**src/rtl/bpb_if.sv**
```systemverilog
// Fetch-side lookup and decode-side update signals of the branch prediction buffer.
interface bpb_if;
  logic [31:0] lookup_pc;
  logic        predict_hit;
  logic        predict_taken;
  logic [31:0] predict_adr;
  logic        update_en;
  logic        stall;
  logic [31:0] update_pc;
  logic        update_taken;
  logic [31:0] update_target;
  logic        update_pred_taken;
  logic [31:0] mispredict_cnt;

  modport master (
    output lookup_pc, update_en, stall, update_pc, update_taken, update_target,
           update_pred_taken,
    input  predict_hit, predict_taken, predict_adr, mispredict_cnt
  );

  modport slave (
    input  lookup_pc, update_en, stall, update_pc, update_taken, update_target,
           update_pred_taken,
    output predict_hit, predict_taken, predict_adr, mispredict_cnt
  );
endinterface

```
**src/rtl/bpb_assoc.sv**
```systemverilog
// Set-associative branch prediction buffer with per-set age LRU and saturating counters.
// Define BPB_GHR_EN to XOR a global taken-history register into the set index.
module bpb_assoc #(
  parameter int SETS  = 16,
  parameter int WAYS  = 2,
  parameter int TAG_W = 8,
  parameter int CTR_W = 2,
  parameter int GHR_W = 4
) (
  input  logic  clk,
  input  logic  reset,
  bpb_if.slave  bus
);
  localparam int IDX_W = $clog2(SETS);
  localparam int AGE_W = (WAYS > 1) ? $clog2(WAYS) : 1;
  localparam logic [CTR_W-1:0] CTR_INIT = {1'b1, {(CTR_W-1){1'b0}}};
  localparam logic [AGE_W-1:0] AGE_OLD  = AGE_W'(WAYS-1);

  logic             valid_q [SETS][WAYS];
  logic [TAG_W-1:0] tag_q   [SETS][WAYS];
  logic [CTR_W-1:0] ctr_q   [SETS][WAYS];
  logic [31:0]      tgt_q   [SETS][WAYS];
  logic [AGE_W-1:0] age_q   [SETS][WAYS];
  logic [31:0]      miscnt_q, miscnt_d;

  logic [IDX_W-1:0] hist;
  logic [IDX_W-1:0] lk_idx, up_idx;
  logic [TAG_W-1:0] lk_tag, up_tag;
  logic             lk_hit;
  logic [CTR_W-1:0] lk_ctr;
  logic [31:0]      lk_tgt;
  logic             acc, wr_en, up_hit, vic_found;
  logic [AGE_W-1:0] hit_way, vic_way, lru_way, tw, old_age;
  logic [CTR_W-1:0] ctr_d;
  logic [31:0]      tgt_d;
  logic [AGE_W-1:0] age_d [WAYS];
  logic             unused_pc;

  function automatic logic [CTR_W-1:0] ctr_sat_inc(input logic [CTR_W-1:0] c);
    return (c == {CTR_W{1'b1}}) ? c : c + 1'b1;
  endfunction

  function automatic logic [CTR_W-1:0] ctr_sat_dec(input logic [CTR_W-1:0] c);
    return (c == '0) ? c : c - 1'b1;
  endfunction

  function automatic logic [31:0] cnt_sat_inc(input logic [31:0] c);
    return (c == 32'hFFFF_FFFF) ? c : c + 32'd1;
  endfunction

`ifdef BPB_GHR_EN
  logic [GHR_W-1:0] ghr_q, ghr_d;
  assign ghr_d = GHR_W'({ghr_q, bus.update_taken});
  assign hist  = IDX_W'(ghr_q);
`else
  assign hist  = '0;
`endif

  assign unused_pc = ^{bus.lookup_pc, bus.update_pc};
  assign lk_idx    = bus.lookup_pc[2 +: IDX_W] ^ hist;
  assign lk_tag    = bus.lookup_pc[2+IDX_W +: TAG_W];
  assign up_idx    = bus.update_pc[2 +: IDX_W] ^ hist;
  assign up_tag    = bus.update_pc[2+IDX_W +: TAG_W];
  assign acc       = bus.update_en & ~bus.stall;

  // Fetch lookup: pure read of the current state, no LRU side effects.
  always_comb begin
    lk_hit = 1'b0;
    lk_ctr = '0;
    lk_tgt = '0;
    for (int w = 0; w < WAYS; w++) begin
      if (valid_q[lk_idx][w] && tag_q[lk_idx][w] == lk_tag) begin
        lk_hit = 1'b1;
        lk_ctr = ctr_q[lk_idx][w];
        lk_tgt = tgt_q[lk_idx][w];
      end
    end
  end

  assign bus.predict_hit    = lk_hit;
  assign bus.predict_taken  = lk_hit & lk_ctr[CTR_W-1];
  assign bus.predict_adr    = (lk_hit & lk_ctr[CTR_W-1]) ? lk_tgt : bus.lookup_pc + 32'd4;
  assign bus.mispredict_cnt = miscnt_q;

  // Decode update: pick the touched way, then derive its new entry and the set's ages.
  always_comb begin
    up_hit    = 1'b0;
    hit_way   = '0;
    vic_found = 1'b0;
    vic_way   = '0;
    lru_way   = '0;
    for (int w = 0; w < WAYS; w++) begin
      if (valid_q[up_idx][w] && tag_q[up_idx][w] == up_tag) begin
        up_hit  = 1'b1;
        hit_way = AGE_W'(w);
      end
      if (age_q[up_idx][w] == AGE_OLD) lru_way = AGE_W'(w);
    end
    // Descending scan so the lowest-index invalid way wins.
    for (int w = WAYS-1; w >= 0; w--) begin
      if (!valid_q[up_idx][w]) begin
        vic_found = 1'b1;
        vic_way   = AGE_W'(w);
      end
    end
    tw      = up_hit ? hit_way : (vic_found ? vic_way : lru_way);
    wr_en   = acc & (up_hit | bus.update_taken);
    old_age = age_q[up_idx][tw];
    if (up_hit)
      ctr_d = bus.update_taken ? ctr_sat_inc(ctr_q[up_idx][tw]) : ctr_sat_dec(ctr_q[up_idx][tw]);
    else
      ctr_d = CTR_INIT;
    tgt_d = bus.update_taken ? bus.update_target : tgt_q[up_idx][tw];
    for (int w = 0; w < WAYS; w++) begin
      age_d[w] = age_q[up_idx][w];
      if (AGE_W'(w) == tw)                 age_d[w] = '0;
      else if (age_q[up_idx][w] < old_age) age_d[w] = age_q[up_idx][w] + 1'b1;
    end
    miscnt_d = miscnt_q;
    if (acc && (bus.update_pred_taken != bus.update_taken))
      miscnt_d = cnt_sat_inc(miscnt_q);
  end

  always_ff @(posedge clk or negedge reset) begin
    if (!reset) begin
      for (int s = 0; s < SETS; s++) begin
        for (int w = 0; w < WAYS; w++) begin
          valid_q[s][w] <= 1'b0;
          tag_q[s][w]   <= '0;
          ctr_q[s][w]   <= '0;
          tgt_q[s][w]   <= '0;
          age_q[s][w]   <= AGE_W'(w);
        end
      end
      miscnt_q <= '0;
`ifdef BPB_GHR_EN
      ghr_q    <= '0;
`endif
    end else begin
      if (wr_en) begin
        valid_q[up_idx][tw] <= 1'b1;
        tag_q[up_idx][tw]   <= up_tag;
        ctr_q[up_idx][tw]   <= ctr_d;
        tgt_q[up_idx][tw]   <= tgt_d;
        for (int w = 0; w < WAYS; w++) age_q[up_idx][w] <= age_d[w];
      end
      miscnt_q <= miscnt_d;
`ifdef BPB_GHR_EN
      if (acc) ghr_q <= ghr_d;
`endif
    end
  end
endmodule
```
**src/flat_wrapper.sv**
```systemverilog
// flat-port wrapper written by rule: the top's interface ports become plain ports
module bpb_assoc_flat 
#(
  parameter int SETS  = 16,
  parameter int WAYS  = 2,
  parameter int TAG_W = 8,
  parameter int CTR_W = 2,
  parameter int GHR_W = 4
)
  (clk, reset, bus_lookup_pc, bus_update_en, bus_stall, bus_update_pc, bus_update_taken, bus_update_target, bus_update_pred_taken, bus_predict_hit, bus_predict_taken, bus_predict_adr, bus_mispredict_cnt);
  bpb_if bus_i ();
  input  logic clk;
  input  logic reset;
  input wire logic [$bits(bus_i.lookup_pc)-1:0] bus_lookup_pc;
  input wire logic [$bits(bus_i.update_en)-1:0] bus_update_en;
  input wire logic [$bits(bus_i.stall)-1:0] bus_stall;
  input wire logic [$bits(bus_i.update_pc)-1:0] bus_update_pc;
  input wire logic [$bits(bus_i.update_taken)-1:0] bus_update_taken;
  input wire logic [$bits(bus_i.update_target)-1:0] bus_update_target;
  input wire logic [$bits(bus_i.update_pred_taken)-1:0] bus_update_pred_taken;
  output wire logic [$bits(bus_i.predict_hit)-1:0] bus_predict_hit;
  output wire logic [$bits(bus_i.predict_taken)-1:0] bus_predict_taken;
  output wire logic [$bits(bus_i.predict_adr)-1:0] bus_predict_adr;
  output wire logic [$bits(bus_i.mispredict_cnt)-1:0] bus_mispredict_cnt;
  assign bus_i.lookup_pc = bus_lookup_pc;
  assign bus_i.update_en = bus_update_en;
  assign bus_i.stall = bus_stall;
  assign bus_i.update_pc = bus_update_pc;
  assign bus_i.update_taken = bus_update_taken;
  assign bus_i.update_target = bus_update_target;
  assign bus_i.update_pred_taken = bus_update_pred_taken;
  assign bus_predict_hit = bus_i.predict_hit;
  assign bus_predict_taken = bus_i.predict_taken;
  assign bus_predict_adr = bus_i.predict_adr;
  assign bus_mispredict_cnt = bus_i.mispredict_cnt;
  bpb_assoc #(.SETS(SETS), .WAYS(WAYS), .TAG_W(TAG_W), .CTR_W(CTR_W), .GHR_W(GHR_W)) u_core (.clk(clk), .reset(reset), .bus(bus_i));
endmodule
```
**config.mk**
```make
export PLATFORM = sky130hd
export DESIGN_NAME = bpb_assoc_flat
export DESIGN_NICKNAME = d
export VERILOG_FILES = /design/src/rtl/bpb_if.sv /design/src/rtl/bpb_assoc.sv /design/src/flat_wrapper.sv
export SDC_FILE = /design/constraint.sdc
export NUM_CORES = 2
export LEC_CHECK = 0
export CORE_MARGIN = 3
export CORE_UTILIZATION = 35
export DETAILED_ROUTE_END_ITERATION = 10
export GPL_ROUTABILITY_DRIVEN = 0
export PLACE_DENSITY = 0.62
export SLEW_MARGIN = 30
export SYNTH_ARGS = -nofsm -noshare
export SYNTH_HDL_FRONTEND = slang
export SYNTH_SLANG_ARGS = --single-unit
```
**constraint.sdc**
```tcl
create_clock -name clk -period 5.83 [get_ports clk]
set_input_delay 1.166 -clock clk [delete_from_list [all_inputs] [get_ports clk]]
set_output_delay 1.166 -clock clk [all_outputs]
set_load 0.005 [all_outputs]
```
==> results by group <==
Worst setup path
  • Setup CP Type: in2out
  • Critical Path Most Common Cell: buf_4
  • Reg-to-reg endpoint: u_core.tgt_q[821]
  • Critical path, cell by cell: buf_12, buf_12, buf_12, buf_4, mux4_2, mux2i_1, mux2i_1, xor2_1, nor4_2, buf_4, nand3_4, nand3b_1, nand2_2, buf_6, buf_12, buf_4, buf_4, buf_4, mux2i_2, buf_2
  • Startpoint Class: input pin
  • Endpoint class of the critical path: primary output
  • FF-to-FF Start: u_core.tag_q[31]
  • CP Max Fanout: 9
  • Flop2flop setup slack: 1.85 ns
  • CP max stage delay: 0.49 ns
  • Critical path required time: 4.66 ns
  • FF-to-FF path depth: 14
  • Worst EP arrival: 4.58 ns
  • Slowest CP cell: mux4_2

STA
  • Worst slew pin tran: 0.945 ns
  • Hold Violations, Final: 0
  • Period utilization: 98.5%
  • Slew margin rel.: 36.9%
  • Maximum clock rate: 174 MHz
  • Final number of setup-violating endpoints: 0
  • Final setup margin: 0.0854 ns
  • Final worst path period need: 5.74 ns
  • Slew Viols, Final: 0
  • Clock skew: 0.0656 ns

Logic synthesis
  • Simple-gate share of the synthesized area: 2.90%
  • Syn Nets: 5083
  • Adder-Cell Fraction of Synth Area: 0.0319%
  • Ys flop type: dfrtp_1
  • Top-area cell type share of the netlist area: 45.4%
  • Multiplexer share of the synthesized area: 44.1%
  • XOR/XNOR Fraction of Synth Area: 1.07%
  • Largest cells by area after synthesis: dfrtp_1 (45%), mux4_2 (23%), mux2_2 (14%), mux2_1 (5.2%), mux2i_1 (1.7%)
  • FFs w/ async S/R, synth: 100%
  • Synthesized flop and latch total: 1440
  • Seq/Total Area, Yosys: 46.0%
  • Synth warn: 0
  • Synthesized instance count: 4979
  • Synth top cells by count: dfrtp_1 (1424), mux2_2 (968), mux4_2 (809)
  • Mapped cell area: 0.0784 sq mm
  • Largest family of logic cells by synthesized area: multiplexers
  • EDFF count, synth: 0
  • Synth Area in Compound Gates: 2.42%
  • Avg Inst Size Synth: 15.7 sq um
  • Cell accounting for the most synthesized area: dfrtp_1
  • Yosys cell types: 66
  • Most frequent cell after synthesis: dfrtp_1

Placed design
  • Cell Area, Placed: 0.0860 sq mm
  • Pre-CTS setup slack: -0.611 ns
  • Dpl hpwl: 152 mm
  • PortBufs: 147

Floorplanning
  • I/O pin count: 168
  • Core area: 0.223 sq mm
  • Die Area: 0.230 sq mm
  • Row cnt: 173
  • Chip height: 479 um
  • Die extent in x: 479 um
  • Initial Util: 35.2%

Global route
  • Initial antenna violation count: 6
  • Met3 usage: 4.45%
  • Most used routing layer: met2
  • Vias in the first global route: 51.4k
  • Largest net degree at the start of global routing: 174
  • First-pass GRT wire length: 365 mm
  • Total GRT Usage: 21.3%
  • Met2 Usage GRT: 35.2%
  • Gr ovfl total: 0
  • Met1 Usage GRT: 28.2%

Detailed routing
  • DRC: 0
  • First-iteration detailed-routing DRC count: 4463
  • Post-route ant nets: 0
  • WL final: 246 mm
  • TritonRoute pass-1 iters: 6
  • DR WL/cell: 29.7 um
  • Via count: 48.6k
  • Routed vias/inst: 5.87

Power
  • Peak supply drop: 0.000310 V
  • Power per cell area: 282 mW/mm^2
  • Pwr Total: 25900 uW
  • Static leakage: 0.0403 uW

Clock network
  • Clk sinks: 1440
  • Clk root buf: clkbuf_16
  • CTS tree: done
  • CTS max path bufs: 3
  • Clock-pin transition on the worst setup and hold timing paths: 0.06 ns
  • CTS buffer count: 157
  • CTS H-tree depth: 4
  • Clock Latency Late Sink: 0.84 ns

Job
  • Max-Cap Viols: 0

Layout
  • Layout Nets: 5280
  • Design area: 0.0918 sq mm
  • FILL cells: 20.2k
  • Area Growth Syn to Fin: 17.1%
  • Register area: 0.0361 sq mm
  • Multi-input logic area: 0.0399 sq mm
  • Final Core Density: 41.2%
  • Share of cells above drive strength 1: 48.9%

Run status
  • Status: finished clean

Min path
  • Worst Hold Class: in2async
power by group:
group          switching (uW)  leakage (uW)  internal (uW)
Sequential                666        0.0194          10900
Clock                    4450       0.00261           5920
Combinational            1870        0.0183           2120
Total                    6980        0.0403          18900
metal layers:
layer,vias to the layer above,share of wire [%],wire [um]
li1,19800,-,-
met1,26800,41,101000
met2,1685,49,120000
met3,419,6.5,16000
met4,2,3.2,7790
met5,-,0.0053,13
per-stage QoR:
| stage | TNS [ns] | std cells | hold WS [ns] |
|---|---|---|---|
| 2_1_floorplan | 0 | 4979 | 0.446 |
| 3_3_place_gp | -18.76 | 7962 | 0.464 |
| 3_5_place_dp | -14.88 | 7962 | 0.470 |
| 4_1_cts | 0 | 8263 | 0.305 |
| 5_1_grt | -0.0102 | 8276 | 0.169 |
| 6_report | 0 | 8280 | 0.202 |
worst max-delay path: cells and delay by family:
kind / cells / cell delay, ns
buffers and inverters: 11 / 1.40
multiplexers: 4 / 0.95
AND/OR/NAND/NOR: 4 / 0.85
XOR/XNOR: 1 / 0.18
layout by cell type (no fill, tap or decap), types with 34 or more instances in the layout:
master,synthesis,final
clkbuf_8,0,36
inv_1,42,41
dfrtp_1,1424,1424
mux2i_1,135,131
nand2_1,45,43
clkdlybuf4s50_1,0,104
buf_12,0,147
mux2_1,363,363
mux2_2,968,968
nor2b_1,73,72
clkbuf_1,244,44
buf_4,37,278
o211ai_1,34,34
a221oi_1,37,37
xor2_1,39,39
mux4_2,809,809
xnor2_1,57,57
nor3_1,35,35
nand3_1,38,37
clkbuf_16,0,157
nor2_1,36,36
repair_timing:
action                                  4_1_cts  5_1_grt
gates resized for setup                      89        7
hold buffers                                  0        0
setup buffers                                17       13
pin swaps                                     3        4
endpoints found under the setup margin       33       20
cloned                                        0        0
sequential cells by signal, summed over array words and instances, names as in the netlist:
| name | flops |
|---|---|
| u_core.ctr_q | 64 |
| u_core.age_q | 32 |
| u_core.tgt_q | 1024 |
| u_core.bus.mispredict_cnt | 32 |
| u_core.tag_q | 256 |
| u_core.valid_q | 32 |
logic make-up (layout without fill, tap and decap cells):
kind of cell,count (synthesis),count (layout)
mux,2275,2275
flops,1440,1440
buf+inv,579,901
simple gates,347,347
compound gates,240,240
xor+xnor,96,96
fa+ha+maj,2,2
other cells,0,4
worst max path at each step:
stage / start / end / slack, ns
global route: bus_lookup_pc[2] / bus_predict_adr[15] / -0.007
detailed placement: bus_lookup_pc[2] / bus_predict_adr[5] / -0.61
CTS: bus_lookup_pc[2] / bus_predict_adr[15] / 0.002
global placement: bus_lookup_pc[2] / bus_predict_adr[5] / -0.72
finish: bus_lookup_pc[2] / bus_predict_adr[15] / 0.09
floorplan: bus_lookup_pc[2] / bus_predict_adr[22] / 0.28
cell type report:
| cell class | instances | share of cell area [%] |
|---|---|---|
| diodes | 4 | 0.0109 |
| clock buffers | 237 | 5.00 |
| clock inverters | 47 | 0.888 |
| inverters | 45 | 0.194 |
| multi-input cells | 2960 | 43.5 |
| flip-flops and latches | 1440 | 39.3 |
| well taps | 2975 | 4.06 |
| repair buffers | 572 | 7.11 |
(Power assumes the default switching activity.)
